$ cat src/rtl/vote_tally_regfile_if.sv
// Ballot-side and display-side signal bundle for vote_tally_regfile.
// The slave modport is the tally block; the master modport is its environment.
interface vote_tally_regfile_if #(
    parameter int SEL_W = 2,
    parameter int CNT_W = 8,
    parameter int TOT_W = 10
);
    logic             open_poll;
    logic             close_poll;
    logic             cast_valid;
    logic [SEL_W-1:0] cast_sel;
    logic             cast_ready;
    logic [SEL_W-1:0] rd_addr;
    logic [CNT_W-1:0] rd_data;
    logic [TOT_W-1:0] total_votes;
    logic [1:0]       poll_state;
    logic             sat_flag;
    logic             bad_sel;

    modport master (
        output open_poll, close_poll, cast_valid, cast_sel, rd_addr,
        input  cast_ready, rd_data, total_votes, poll_state, sat_flag, bad_sel
    );

    modport slave (
        input  open_poll, close_poll, cast_valid, cast_sel, rd_addr,
        output cast_ready, rd_data, total_votes, poll_state, sat_flag, bad_sel
    );
endinterface

$ cat src/rtl/vote_tally_regfile.sv
// Per-candidate saturating vote counters with poll sequencing (IDLE/OPEN/CLOSED),
// one-vote-per-two-cycles acceptance and a registered read port.
module vote_tally_regfile #(
    parameter int NUM_CAND = 4,
    parameter int CNT_W    = 8,
    parameter int SEL_W    = 2,
    parameter int TOT_W    = 10
) (
    input logic                clk,
    input logic                rst,
    vote_tally_regfile_if.slave bus
);
    typedef enum logic [1:0] {
        ST_IDLE   = 2'b00,
        ST_OPEN   = 2'b01,
        ST_CLOSED = 2'b10
    } state_t;

    localparam logic [CNT_W-1:0] CNT_MAX      = '1;
    localparam logic [SEL_W:0]   NUM_CAND_EXT = (SEL_W+1)'(NUM_CAND);

    function automatic logic [CNT_W-1:0] sat_inc(input logic [CNT_W-1:0] v);
        return (v == CNT_MAX) ? v : v + 1'b1;
    endfunction

    function automatic logic at_max(input logic [CNT_W-1:0] v);
        return v == CNT_MAX;
    endfunction

    state_t           state_q, state_d;
    logic             lock_q, lock_d;
    logic [CNT_W-1:0] cnt_q [NUM_CAND];
    logic [CNT_W-1:0] cnt_d [NUM_CAND];
    logic [TOT_W-1:0] total_q, total_d;
    logic [CNT_W-1:0] rd_data_q, rd_data_d;
    logic             sat_q, sat_d;
    logic             bad_q, bad_d;

    logic             cast_ready;
    logic             accept;
    logic             sel_ok;
    logic [CNT_W-1:0] sel_cnt;

    always_comb begin
        cast_ready = (state_q == ST_OPEN) && !lock_q;
        // close_poll wins over a same-cycle cast, so the vote is never seen
        accept     = bus.cast_valid && cast_ready && !bus.close_poll;
        sel_ok     = {1'b0, bus.cast_sel} < NUM_CAND_EXT;

        sel_cnt   = '0;
        rd_data_d = '0;
        for (int i = 0; i < NUM_CAND; i++) begin
            if (bus.cast_sel == SEL_W'(i)) sel_cnt   = cnt_q[i];
            if (bus.rd_addr  == SEL_W'(i)) rd_data_d = cnt_q[i];
        end

        state_d = state_q;
        lock_d  = 1'b0;
        cnt_d   = cnt_q;
        total_d = total_q;
        sat_d   = sat_q;
        bad_d   = 1'b0;

        case (state_q)
            ST_IDLE: begin
                if (bus.open_poll) begin
                    state_d = ST_OPEN;
                    for (int i = 0; i < NUM_CAND; i++) cnt_d[i] = '0;
                    total_d = '0;
                    sat_d   = 1'b0;
                end
            end
            ST_OPEN: begin
                if (bus.close_poll) begin
                    state_d = ST_CLOSED;
                end else if (accept) begin
                    lock_d = 1'b1;
                    if (!sel_ok) begin
                        bad_d = 1'b1;
                    end else if (at_max(sel_cnt)) begin
                        sat_d = 1'b1;
                    end else begin
                        for (int i = 0; i < NUM_CAND; i++)
                            if (bus.cast_sel == SEL_W'(i)) cnt_d[i] = sat_inc(cnt_q[i]);
                        // total cannot overflow: TOT_W covers NUM_CAND full counters
                        total_d = total_q + 1'b1;
                    end
                end
            end
            default: ;
        endcase
    end

    always_ff @(posedge clk or posedge rst) begin
        if (rst) begin
            state_q   <= ST_IDLE;
            lock_q    <= 1'b0;
            for (int i = 0; i < NUM_CAND; i++) cnt_q[i] <= '0;
            total_q   <= '0;
            rd_data_q <= '0;
            sat_q     <= 1'b0;
            bad_q     <= 1'b0;
        end else begin
            state_q   <= state_d;
            lock_q    <= lock_d;
            cnt_q     <= cnt_d;
            total_q   <= total_d;
            rd_data_q <= rd_data_d;
            sat_q     <= sat_d;
            bad_q     <= bad_d;
        end
    end

    assign bus.cast_ready  = cast_ready;
    assign bus.rd_data     = rd_data_q;
    assign bus.total_votes = total_q;
    assign bus.poll_state  = state_q;
    assign bus.sat_flag    = sat_q;
    assign bus.bad_sel     = bad_q;
endmodule
$ cat src/flat_wrapper.sv
// flat-port wrapper written by rule: the top's interface ports become plain ports
module vote_tally_regfile_flat 
#(
    parameter int NUM_CAND = 4,
    parameter int CNT_W    = 8,
    parameter int SEL_W    = 2,
    parameter int TOT_W    = 10
)
  (clk, rst, bus_open_poll, bus_close_poll, bus_cast_valid, bus_cast_sel, bus_rd_addr, bus_cast_ready, bus_rd_data, bus_total_votes, bus_poll_state, bus_sat_flag, bus_bad_sel);
  vote_tally_regfile_if #(.SEL_W(SEL_W), .CNT_W(CNT_W), .TOT_W(TOT_W)) bus_i ();
  input logic clk;
  input logic rst;
  input wire logic [$bits(bus_i.open_poll)-1:0] bus_open_poll;
  input wire logic [$bits(bus_i.close_poll)-1:0] bus_close_poll;
  input wire logic [$bits(bus_i.cast_valid)-1:0] bus_cast_valid;
  input wire logic [$bits(bus_i.cast_sel)-1:0] bus_cast_sel;
  input wire logic [$bits(bus_i.rd_addr)-1:0] bus_rd_addr;
  output wire logic [$bits(bus_i.cast_ready)-1:0] bus_cast_ready;
  output wire logic [$bits(bus_i.rd_data)-1:0] bus_rd_data;
  output wire logic [$bits(bus_i.total_votes)-1:0] bus_total_votes;
  output wire logic [$bits(bus_i.poll_state)-1:0] bus_poll_state;
  output wire logic [$bits(bus_i.sat_flag)-1:0] bus_sat_flag;
  output wire logic [$bits(bus_i.bad_sel)-1:0] bus_bad_sel;
  assign bus_i.open_poll = bus_open_poll;
  assign bus_i.close_poll = bus_close_poll;
  assign bus_i.cast_valid = bus_cast_valid;
  assign bus_i.cast_sel = bus_cast_sel;
  assign bus_i.rd_addr = bus_rd_addr;
  assign bus_cast_ready = bus_i.cast_ready;
  assign bus_rd_data = bus_i.rd_data;
  assign bus_total_votes = bus_i.total_votes;
  assign bus_poll_state = bus_i.poll_state;
  assign bus_sat_flag = bus_i.sat_flag;
  assign bus_bad_sel = bus_i.bad_sel;
  vote_tally_regfile #(.NUM_CAND(NUM_CAND), .CNT_W(CNT_W), .SEL_W(SEL_W), .TOT_W(TOT_W)) u_core (.clk(clk), .rst(rst), .bus(bus_i));
endmodule
$ cat config.mk
export PLATFORM = sky130hd
export DESIGN_NAME = vote_tally_regfile_flat
export DESIGN_NICKNAME = d
export VERILOG_FILES = /design/src/rtl/vote_tally_regfile_if.sv /design/src/rtl/vote_tally_regfile.sv /design/src/flat_wrapper.sv
export SDC_FILE = /design/constraint.sdc
export NUM_CORES = 1
export LEC_CHECK = 0
export ABC_AREA = 1
export BUFFER_PORTS_ARGS = -buffer_cell sky130_fd_sc_hd__buf_2
export CAP_MARGIN = 5
export CORE_MARGIN = 4
export CORE_UTILIZATION = 60
export CTS_BUF_LIST = sky130_fd_sc_hd__clkbuf_16
export CTS_CLUSTER_SIZE = 12
export DETAILED_ROUTE_END_ITERATION = 6
export MAX_ROUTING_LAYER = met4
export PLACE_DENSITY = 0.79
export REMOVE_ABC_BUFFERS = 1
export SLEW_MARGIN = 20
export SYNTH_ARGS = -nofsm -noshare
export SYNTH_HDL_FRONTEND = slang
export SYNTH_SLANG_ARGS = --single-unit
export TNS_END_PERCENT = 5
$ cat constraint.sdc
create_clock -name clk -period 3.9 [get_ports clk]
set_clock_uncertainty 0.05 [all_clocks]
set_input_delay 0.195 -clock clk [delete_from_list [all_inputs] [get_ports clk]]
set_output_delay 0.195 -clock clk [all_outputs]
set_load 0.05 [all_outputs]
# [Word level (Yosys, flattened, before mapping)]
# Index checks and enable logic that the tools add are counted.
[classes] n_addsub=5 n_eq_ne=26 muxes=37 reduce_logical=16
[op_table] op="32-bit two-way mux" count=4
[op_table] op="8-bit two-way mux" count=16
[op_table] op="32-bit case mux with 2 select lines" count=1
[op_table] op="8-bit == test (second input constant)" count=5
[op_table] op="10-bit two-way mux" count=4
[op_table] op="8-bit by 1-bit adder with 8-bit output (second input constant)" count=4
[op_table] op="7-bit AND reduction" count=4
[op_table] op="2-bit inequality test (second input constant)" count=13
[op_table] op="10-bit case mux with 2 select lines" count=1
[op_table] op="10-bit by 1-bit adder with 10-bit output (second input constant)" count=1
[op_table] op="5-bit AND reduction" count=2
[op_table] op="2-bit == test (second input constant)" count=4
[op_table] op="1-bit two-way mux" count=7
[op_table] op="2-bit by 1-bit == test with 1-bit output (second input constant)" count=3
[op_table] op="2-bit zero test" count=3
[op_table] op="2-bit two-way mux" count=2
[op_table] op="2-bit case mux with 2 select lines" count=1
[op_table] op="1-bit logical AND" count=3
[op_table] op="3-bit AND reduction" count=1
[op_table] op="1-bit zero test" count=2
[op_table] op="2-bit by 1-bit inequality test with 1-bit output (second input constant)" count=1
[op_table] op="1-bit case mux with 2 select lines" count=1
[op_table] op="2-bit nonzero test" count=1
[totals] reg_bits=54 out_inout_bits=23 wordCells=93

# [Logic depth before layout (Yosys ltp)]
# Gate-level depths: netlist of the first run.
[logic_depth] depth_word=10 mapped_depth=14

# [Worst setup path before layout of the first run]
# OpenSTA, ideal clock, no wires.
[synth_timing] kind="flip-flop to flip-flop" start="register u_core.state_q[0], in the netlist u_core.bus.poll_state[0]" end="register u_core.cnt_q[25] in the netlist's numbering" setup_ns=0.065 arrival_time_ns=2.063 setup_slack_ns=1.722 stages_incl_launch_ff=12 n_path_buf=1 period_less_slack_ns=2.178 path_cell_list="dfrtp_1 > inv_2 > nor2_4 > inv_2 > nor2_4 > nand3_2 > nand2_2 > nand2_8 > nand2_8 > buf_8 > nand3b_2 > nand2_1"
[synth_via] elab_chain_cells=6 elab_cells_between_ends=14 cone_classes="eq/ne (7); mux (1); reduce/logical (6)"
[synth_lines] item="from (decl)" line_no="vote_tally_regfile.sv:30" source="state_t state_q, state_d;"
[synth_lines] item="from (signal assigned)" line_no="vote_tally_regfile.sv:104" source="state_q <= state_d;"
[synth_lines] item="2-bit by 1-bit == test with 1-bit output" line_no="vote_tally_regfile.sv:45" source="cast_ready = (state_q == ST_OPEN) && !lock_q;"
[synth_lines] item="1-bit logical AND" line_no="vote_tally_regfile.sv:45"
[synth_lines] item="net bus_cast_ready" line_no="flat_wrapper.sv:18" source="output wire logic [$bits(bus_i.cast_ready)-1:0] bus_cast_ready;"
[synth_lines] item="1-bit logical AND (2 in series)" line_no="vote_tally_regfile.sv:47" source="accept = bus.cast_valid && cast_ready && !bus.close_poll;"
[synth_lines] item="2-bit by 1-bit inequality test with 1-bit output (no line)"
[synth_lines] item="7-bit AND reduction (no line)"
[synth_lines] item="to (signal assigned)" line_no="vote_tally_regfile.sv:106" source="cnt_q <= cnt_d;"
[synth_lines] item="to (decl)" line_no="vote_tally_regfile.sv:32" source="logic [CNT_W-1:0] cnt_q [NUM_CAND];"
# The timed path passes the listed nets, and every way through them passes these cells.
# A chain may end at the register's enable or synchronous reset.

# [Worst setup path in the final report of the first run]
[layout_timing] start="register u_core.state_q[1], in the netlist u_core.bus.poll_state[1]" end="register u_core.cnt_q[28] in the netlist's numbering"
[layout_via] elab_chain_cells=6 elab_cells_between_ends=14 cone_classes="eq/ne (7); mux (1); reduce/logical (6)"
[layout_lines] item="2-bit by 1-bit == test with 1-bit output" line_no="vote_tally_regfile.sv:45, vote_tally_regfile.sv:64"
[layout_lines] item="1-bit logical AND" line_no="vote_tally_regfile.sv:45"
[layout_lines] item="1-bit logical AND (2 in series)" line_no="vote_tally_regfile.sv:47"
[layout_lines] item="2-bit by 1-bit inequality test with 1-bit output (no line)"
[layout_lines] item="7-bit AND reduction (no line)"
# Parallel ways exist; a longest one is shown, timed or not.

==> impl_metrics.ini, run 1 <==
[die]
die_w_um = 83.11
num_io_pins = 32
die_y_um = 83.11
fp-row-count = 27
die_area_um2 = 6906
start_util_pct = 61.84
coreArea_um2 = 5473

[logic_synthesis]
synth_edf_count = 0
ys.warnings.count = 0
async_flop_share_pct = 100.0
synth-seq-cells = 54
yosysTopAreaCell = dfrtp_1
synth_ff_type = dfrtp_1
netlist.area_leader.share_pct = 39.93
yosysSeqAreaShare_pct = 39.93
syn_inst = 449
ys_top_cells_by_count = nand2_1, dfrtp_1, nor2_1, inv_1, nand3_1
syn_avg_cell_area_um2 = 7.538
synth.distinct_cells = 42
netlist_area_um2 = 3384
synth_most_common_cell = nand2_1
yosys-top-cells-area = dfrtp_1, nand2_1, nor2_1

[setup_path]
worst_setup_path_start_kind = flip-flop
crit_type = reg2reg
r2r_cells = 10
cp.required_ps = 4040
cp_max_fo = 39
crit_arrival_ps = 2390
crit_path_end_kind = flip-flop

[cells_and_area]
final_util_pct = 67.76
regArea_um2 = 1351
drive_gt1_share_pct = 15.06
n_fill_cell = 490
multiInputGateArea_um2 = 1799
syn_to_final_growth_pct = 9.575
n_antenna_cell = 0
final_nets = 491
fin_cells = 550

[timing]
finalSetupViolCount = 0
tightest_slew_ps = 752.3
min_period_over_period_pct = 57.80
slew_violations = 0
grt_setup_unrepaired = false
final_hold_viol_count = 0
slew-limit-headroom_pct = 49.77
max_freq_mhz = 443.6
fin_tns_setup_ps = 0
min_period_ps = 2254
whs_ps = 124.1

[placed_design]
io_buffers = 30
dp.cells = 541
gp_congestion = 0.9429
dp_hpwl_um = 5525

[clock_network]
clockBufferDepth = 2
htree_levels = 2
postCtsSetupRepairBufs = 0
cts_tree = built
cts_made_buffers = 5
clock-sinks = 54
clk_latency_ps = 290
cts_resized = 0
clk_pin_slew_ps = 70
cts-root-buf = clkbuf_16

[global_route]
antenna_found_initial = 0
overflow = 0
grt_usage_pct = 23.85
grt_pass1_vias = 2881
grt_pass1_wl_um = 13300
grt_max_degree = 55

[routing]
dr_total_vias = 3046
drtIter0Drc = 347
dr.pass1.iters = 6
via_per_inst = 5.538
ant_nets = 0
wl_um = 7714
drc = 0
avgRoutedWirePerCell_um = 14.03

[pwr]
power_density_nw_per_um2 = 281.5
p_leak_nw = 1.875
peakVddDrop_uv = 201.5

[run_status]
status = completed

[hold_path]
worstHoldPathType = in2reg
hold_path_depth = 3

[run]
maxCapViolCount = 0
## cells in the final DEF, fill, tap and decap left out, types with 5 or more instances in the layout
cell type	Yosys	layout
a21oi_1	8	8
buf_2	2	30
clkbuf_16	0	5
dfrtp_1	54	54
ha_1	5	5
inv_1	38	37
nand2_1	150	150
nand2_2	5	5
nand3_1	36	36
nand4_1	8	8
nor2_1	50	50
nor3_1	5	5
nor3b_1	6	6
o21ai_0	8	8
o21ai_2	7	7
xor2_1	17	17
## stage by stage
| step | total power [mW] | setup slack [ps] | cell area, um2 |
|---|---|---|---|
| floorplan | 0.6036 | 1422 | 3314 |
| detailed placement | 0.6191 | 1659 | 3557 |
| global route | 1.080 | 1449 | 3709 |
| CTS | 1.049 | 1638 | 3709 |
| global placement | 0.6182 | 1714 | 3555 |
| finish | 1.044 | 1646 | 3709 |
## metal layers
layer	part of all wire, %	GRT usage [%]	vias up	wire [um]
met5	0	-	-	0
met4	2.3	6.538	0	174
met3	5.7	3.671	23	439
met2	48	39.80	106	3732
met1	44	30.33	1425	3367
li1	-	-	1492	-
## what timing repair did
action	4_1_cts	5_1_grt
hold buffers	1	0
endpoints found under the setup margin	0	0
hold endpoints to repair	54	0
## critical path, stage by stage (launching register included)
cell	delay, ps
dfrtp_1	410
nor2_4	260
inv_2	360
nor2_4	190
nand3_2	110
nand2_2	160
nand2_8	100
nand2_8	180
nand2_2	150
nand2_1	100
nand2_1	50
## kinds of logic after synthesis
kind of cell,after synthesis,share of synthesized area (%)
flops,54,39.93
simple gates,277,37.74
buf+inv,53,6.913
compound gates,38,8.023
xor+xnor,21,5.434
fa+ha+maj,5,1.848
other cells,1,0.1108
## registers in the layout (all words and copies together), names as in the netlist
name and cells:
u_core.bus.poll_state 2, u_core.bus.rd_data 8, u_core.bus.sat_flag 1, u_core.bus.total_votes 10
u_core.cnt_q 32, u_core.lock_q 1
## worst paths after layout
path                                           from             endpoint  slack, ps
hold reg to reg                 u_core.bus.sat_flag  u_core.bus.sat_flag        450
setup / recovery           u_core.bus.poll_state[1]     u_core.cnt_q[28]       1650
setup reg to reg           u_core.bus.poll_state[1]     u_core.cnt_q[28]       1650
min in group asynchronous                       rst     u_core.cnt_q[28]        500
hold / removal                       bus_cast_valid        u_core.lock_q        120
max in group asynchronous                       rst     u_core.cnt_q[22]       2850
## where the power goes
group          leakage, nW  internal, mW  switching (mW)
logic                 1.10       0.00952          0.0375
registers            0.703         0.561        0.000539
clock network       0.0672         0.235           0.200
total                 1.87         0.806           0.238
## layout make-up
class / count / area share (%)
multi-input cells: 342 / 48.52
flip-flops and latches: 54 / 36.44
inverters: 43 / 4.487
repair buffers: 31 / 4.318
clock buffers: 5 / 3.374
well taps: 72 / 2.429
clock inverters: 3 / 0.4386
No activity file was read; power rests on OpenSTA's default activity.
==> run 2: changes to the inputs <==
Settings changed: ABC_AREA 1 to 0, CORE_UTILIZATION 60 to 59, PLACE_DENSITY 0.79 to 0.78.
Clock period 3.9 ns to 2.21 ns, I/O delays scaled along.
==> run 2 against run 1 <==
The run now ends with negative setup slack left. Worst hold slack lost 78 ps. Clock power up 100%. Setup slack lost 1700 ps. Non-clock buffer count up 44. Power rose by 150%. Cell count fell by 21%. Via count is 7.4% lower. Count of clock-buffer cells in the layout unchanged. Routed wire length grew 8.4%. Critical path type unchanged. Largest cell class unchanged.
==> impl_metrics.ini, run 2 <==
[logic_synthesis]
synth_top_family_by_area = simple AND/OR/NAND/NOR gates
yosysSeqAreaShare_pct = 44.96
ys_top_cells_by_count = dfrtp_1, nand2_1, nand3_1, nor2_1, a21oi_1
synth.distinct_cells = 51
synthAdderAreaFrac_pct = 2.082
syn_avg_cell_area_um2 = 9.919
synth_xor_area_share_pct = 0
yosys-top-cells-area = dfrtp_1, mux4_2, nand2_1
synth_mux_area_share_pct = 9.409
synth-seq-cells = 54
async_flop_share_pct = 100.0
synthSimpleGateAreaFrac_pct = 24.27
synth_ff_type = dfrtp_1
synth_compound_area_share_pct = 15.15
syn_inst = 303
synth_most_common_cell = dfrtp_1
ys.warnings.count = 0
netlist.area_leader.share_pct = 44.96
netlist_area_um2 = 3005
yosysTopAreaCell = dfrtp_1
synth_edf_count = 0

[timing]
finalSetupViolCount = 2
fin_tns_setup_ps = -16.75
final_hold_viol_count = 0
fin_ws_ps = -14.39
grt_setup_unrepaired = true
max_freq_mhz = 449.6
min_period_ps = 2224
slew-limit-headroom_pct = 62.73
slew_violations = 0
min_period_over_period_pct = 100.7
tightest_slew_ps = 558.2

[routing]
drtIter0Drc = 199
ant_nets = 0
wl_um = 8359
via_per_inst = 6.455
drc = 0
dr.pass1.iters = 5
avgRoutedWirePerCell_um = 19.13
dr_total_vias = 2821

[pwr]
power_density_nw_per_um2 = 695.6
p_comb_share_pct = 22.0
p_leak_nw = 1.741
switchingPower_mw = 0.7924
p_clk_share_pct = 33.6
p_sw_share_pct = 30.44
power_frac_seq_pct = 44.4
peakVddDrop_uv = 573.9
power.internal_mw = 1.811

[global_route]
overflow = 0
antenna_found_initial = 0
grt_max_degree = 41
grt_usage_pct = 29.65
grt_pass1_wl_um = 14080
grt_pass1_vias = 2847

[die]
die_w_um = 79.37
die_area_um2 = 6300
coreArea_um2 = 4817
num_io_pins = 32
die_y_um = 79.37
fp-row-count = 25
start_util_pct = 62.39

[setup_path]
worst_setup_path_start_kind = flip-flop
rrSetupSlack_ps = -10
cp-endpoint = u_core.cnt_q[6]
crit_arrival_ps = 2350
crit_path_end_kind = flip-flop
startpoint = u_core.cnt_q[15]
cp.required_ps = 2340
r2r_cells = 7
cp_max_fo = 40
crit_type = reg2reg
r2r_start = u_core.cnt_q[15]
rr_endpoint = u_core.cnt_q[6]

[placed_design]
io_buffers = 30
dp_hpwl_um = 5606
gp_congestion = 0.9685
dp.cells = 425
pre_cts_ws_ps = -13.01

[clock_network]
htree_levels = 2
cts_tree = built
cts-root-buf = clkbuf_16
clk_latency_ps = 290
clk_pin_slew_ps = 70
clockBufferDepth = 2
cts_made_buffers = 5
clock-sinks = 54

[hold_path]
worstHoldPathType = in2reg
hold_path_depth = 2

[cells_and_area]
multiInputGateArea_um2 = 1580
final_common_cell = dfrtp_1
syn_to_final_growth_pct = 24.52
drive_gt1_share_pct = 29.46
n_antenna_cell = 0
largest_reg_flops = 32
final_nets = 383
regMostFlops = u_core.cnt_q
n_fill_cell = 331
fin_cells = 437
final_cell_mix = dfrtp_1, buf_4, nand2_1, buf_2, nand3_1
regArea_um2 = 1353

[run_status]
violations = negative setup slack
status = finished, violations left

[run]
maxCapViolCount = 0
## run 2: cell count changes in the layout (fill, tap and decap cells not counted), sizes merged, moves of 10 or more
cell	before	now
xor2	17	0
nor2	54	20
inv	43	11
o31ai	0	10
nand2	158	32
buf	30	74
nand3	39	21
or4	0	12
## run 2: worst min path at each step
| stage | start | endpoint | slack (ps) |
|---|---|---|---|
| after detailed placement | rst | u_core.cnt_q[10] | 140 |
| after global placement | rst | u_core.cnt_q[8] | 140 |
| final | bus_close_poll | u_core.bus.poll_state[1] | 50 |
| after global routing | bus_close_poll | u_core.bus.poll_state[1] | 70 |
| after floorplan | bus_close_poll | u_core.lock_q | 150 |
| after CTS | bus_close_poll | u_core.lock_q | 0.9 |
## run 2: metal layers
metal	track usage, %	up-vias	share of wire (%)
li1	-	1275	-
met1	37.12	1368	40
met2	46.89	151	50
met3	5.756	27	7.5
met4	13.57	0	3.3
met5	-	-	0
## run 2: kinds of logic (layout without fill, tap and decap cells)
family                   Yosys count  after routing
AND/OR/NAND/NOR                  132            132
AO/OA/AOI/OAI                     66             66
flip-flops                        54             54
buffers and inverters             27             94
multiplexers                      18             18
adder cells (fa/ha/maj)            5              5
other                              1              1
## run 2: what timing repair did
| action | 4_1_cts | 5_1_grt |
|---|---|---|
| endpoints found under the setup margin | 4 | 26 |
| pin swaps | 1 | 9 |
| gates resized for setup | 1 | 11 |
| hold buffers | 1 | 0 |
| cloned | 0 | 0 |
| buffers inserted | 1 | 2 |
| endpoints found under the hold margin | 25 | 0 |
## run 2: power by group through the flow
stage | Combinational [mW] | Sequential [mW] | Clock (mW)
after global placement | 0.548 | 1.17 | 0
after global routing | 0.618 | 1.17 | 0.931
after CTS | 0.564 | 1.15 | 0.884
after detailed placement | 0.558 | 1.17 | 0
after floorplan | 0.177 | 1.34 | 0
final | 0.572 | 1.16 | 0.874
## run 2: layout make-up
| cell class | count | area share, % |
|---|---|---|
| multi-input cells | 222 | 42.23 |
| well taps | 67 | 2.240 |
| clock buffers | 5 | 3.343 |
| repair buffers | 75 | 13.87 |
| flip-flops and latches | 54 | 36.14 |
| inverters | 11 | 1.103 |
| clock inverters | 3 | 1.070 |
## run 2: through the flow
stage	hold WS (ps)	area (um2)	utilization [%]	power (mW)
6_report	46.44	3742	77.69	2.603
4_1_cts	0.9070	3690	76.60	2.602
2_1_floorplan	147.2	2927	-	1.514
3_5_place_dp	138.5	3501	72.68	1.730
3_3_place_gp	135.5	3501	72.68	1.717
5_1_grt	74.14	3742	77.69	2.722
## run 2: critical path, stage by stage, from the launching register on
cell and delay [ps]:
dfrtp_1 380, nand4_1 160, mux2_4 330, and3_1 220, a211oi_4 310, buf_12 240
nor2_1 80, a221o_1 320
==> run 3: changes to the inputs <==
Settings changed: CORE_UTILIZATION 59 to 35, PLACE_DENSITY 0.78 to 0.5.
==> run 3 against run 2 <==
The run still ends with negative setup slack left. First-iteration DRC count shrank 14%. Register-to-register slack got worse by 50 ps. Critical path depth unchanged. Worst hold slack got worse by 14 ps. Global-route usage fell by 12 points. Power is 1.4% higher. Utilization decreased by 29 points. Count of clock-buffer cells in the layout stayed put. Sequential power barely moved. Clock power up 4.2%. Non-clock buffer count up 16. Setup slack worse by 53 ps.
==> impl_metrics.ini, run 3 (synthesis results as in run 2) <==
[run_status]
status = finished, violations left
violations = negative setup slack

[die]
start_util_pct = 36.21
die_y_um = 100.7
fp-row-count = 33
num_io_pins = 32
coreArea_um2 = 8299
die_area_um2 = 10130
die_w_um = 100.7

[routing]
dr_total_vias = 2707
via_per_inst = 5.513
drtIter0Drc = 171
ant_nets = 0
drc = 0
dr.pass1.iters = 5
avgRoutedWirePerCell_um = 17.48
wl_um = 8582

[timing]
max_freq_mhz = 439.2
finalSetupViolCount = 22
final_hold_viol_count = 0
tightest_slew_ps = 608.9
slew_violations = 0
fin_tns_setup_ps = -591.1
min_period_over_period_pct = 103.0
grt_setup_unrepaired = true
min_period_ps = 2277
slew-limit-headroom_pct = 59.35
fin_ws_ps = -67.11
whs_ps = 32.58

[cells_and_area]
final_nets = 399
largest_reg_flops = 32
drive_gt1_share_pct = 37.31
regMostFlops = u_core.cnt_q
final_common_cell = buf_4
n_fill_cell = 748
final_cell_mix = buf_4, dfrtp_1, nand2_1, buf_2, nand3_1
syn_to_final_growth_pct = 35.22
n_antenna_cell = 0

[setup_path]
crit_path_end_kind = flip-flop
path_buf_inv = 1
rrSetupSlack_ps = -70
crit_type = reg2reg
cp_cell_sequence = nand4_1, mux2_4, and3_4, a211oi_4, clkbuf_16, nor2_1, a221o_1
critPathTopFamily = compound AO/OA/AOI/OAI gates
crit_arrival_ps = 2410
worst_setup_path_start_kind = flip-flop
cp_max_fo = 8
cp.required_ps = 2340
critPathSlowestCell = a211oi_4
slowest_delay_ps = 480

[pwr]
peakVddDrop_uv = 510.8
p_comb_share_pct = 21.8
p_leak_nw = 1.855
power.internal_mw = 1.825
power_frac_seq_pct = 43.7
p_total_mw = 2.639
switchingPower_mw = 0.8144
p_clk_share_pct = 34.5
power_density_nw_per_um2 = 649.4
p_sw_share_pct = 30.86

[clock_network]
cts_tree = built
clock-sinks = 54
clockBufferDepth = 2
cts-root-buf = clkbuf_16
clk_pin_slew_ps = 70
cts_made_buffers = 5
clk_latency_ps = 300
htree_levels = 2

[placed_design]
io_buffers = 30
gp_congestion = 0.8708
dp_hpwl_um = 5980

[global_route]
grt_usage_pct = 17.42
grt_max_degree = 40
grt_pass1_wl_um = 13530
antenna_found_initial = 0
overflow = 0
grt_pass1_vias = 2629

[hold_path]
worstHoldPathType = in2reg

[run]
maxCapViolCount = 0
run 3: per-stage QoR:
stage,worst slack [ps],cells,area (um2),util (%)
after global placement,26.04,467,3578,43.12
final,-67.11,491,4064,48.97
after detailed placement,-53.93,467,3578,43.12
after floorplan,-1258,287,2927,-
after global routing,-155.7,491,4064,48.97
after CTS,-40.95,477,3771,45.44
run 3: path summary, 6_finish.rpt:
kind	start	to	cells past startpoint
max	u_core.cnt_q[13]	u_core.cnt_q[6]	7
min	bus_close_poll	u_core.bus.poll_state[1]	2
max reg2reg	u_core.cnt_q[13]	u_core.cnt_q[6]	7
min reg2reg	u_core.bus.sat_flag	u_core.bus.sat_flag	2
max in group asynchronous	rst	u_core.cnt_q[19]	4
min in group asynchronous	rst	u_core.bus.rd_data[1]	3
run 3: layout make-up:
type,instances,area [um2],area share (%)
clock inverter,3,43.79,1.078
tap,105,131.4,3.233
multi-input combinational,222,1658,40.79
sequential,54,1358,33.41
timing repair buffer,91,706.9,17.40
inverter,11,41.29,1.016
clock buffer,5,125.1,3.079
run 3: layer usage:
metal / global-route usage (%) / wire [um]
met5: - / 0
met4: 6.010 / 194
met3: 2.976 / 351
met2: 25.87 / 3973
met1: 24.04 / 4062
run 3: power by group through the flow:
stage	combinational, mW	sequential, mW	clock [mW]
2_1_floorplan	0.177	1.34	0
3_3_place_gp	0.553	1.17	0
3_5_place_dp	0.553	1.17	0
4_1_cts	0.555	1.16	0.931
5_1_grt	0.630	1.17	0.993
6_report	0.574	1.15	0.911
run 3: what timing repair did:
action | CTS | global route
buffers inserted | 1 | 11
endpoints found under the hold margin | 25 | 0
pin swaps | 1 | 26
endpoints found under the setup margin | 9 | 29
cloned | 0 | 3
gates resized for setup | 1 | 37
hold buffers | 1 | 0
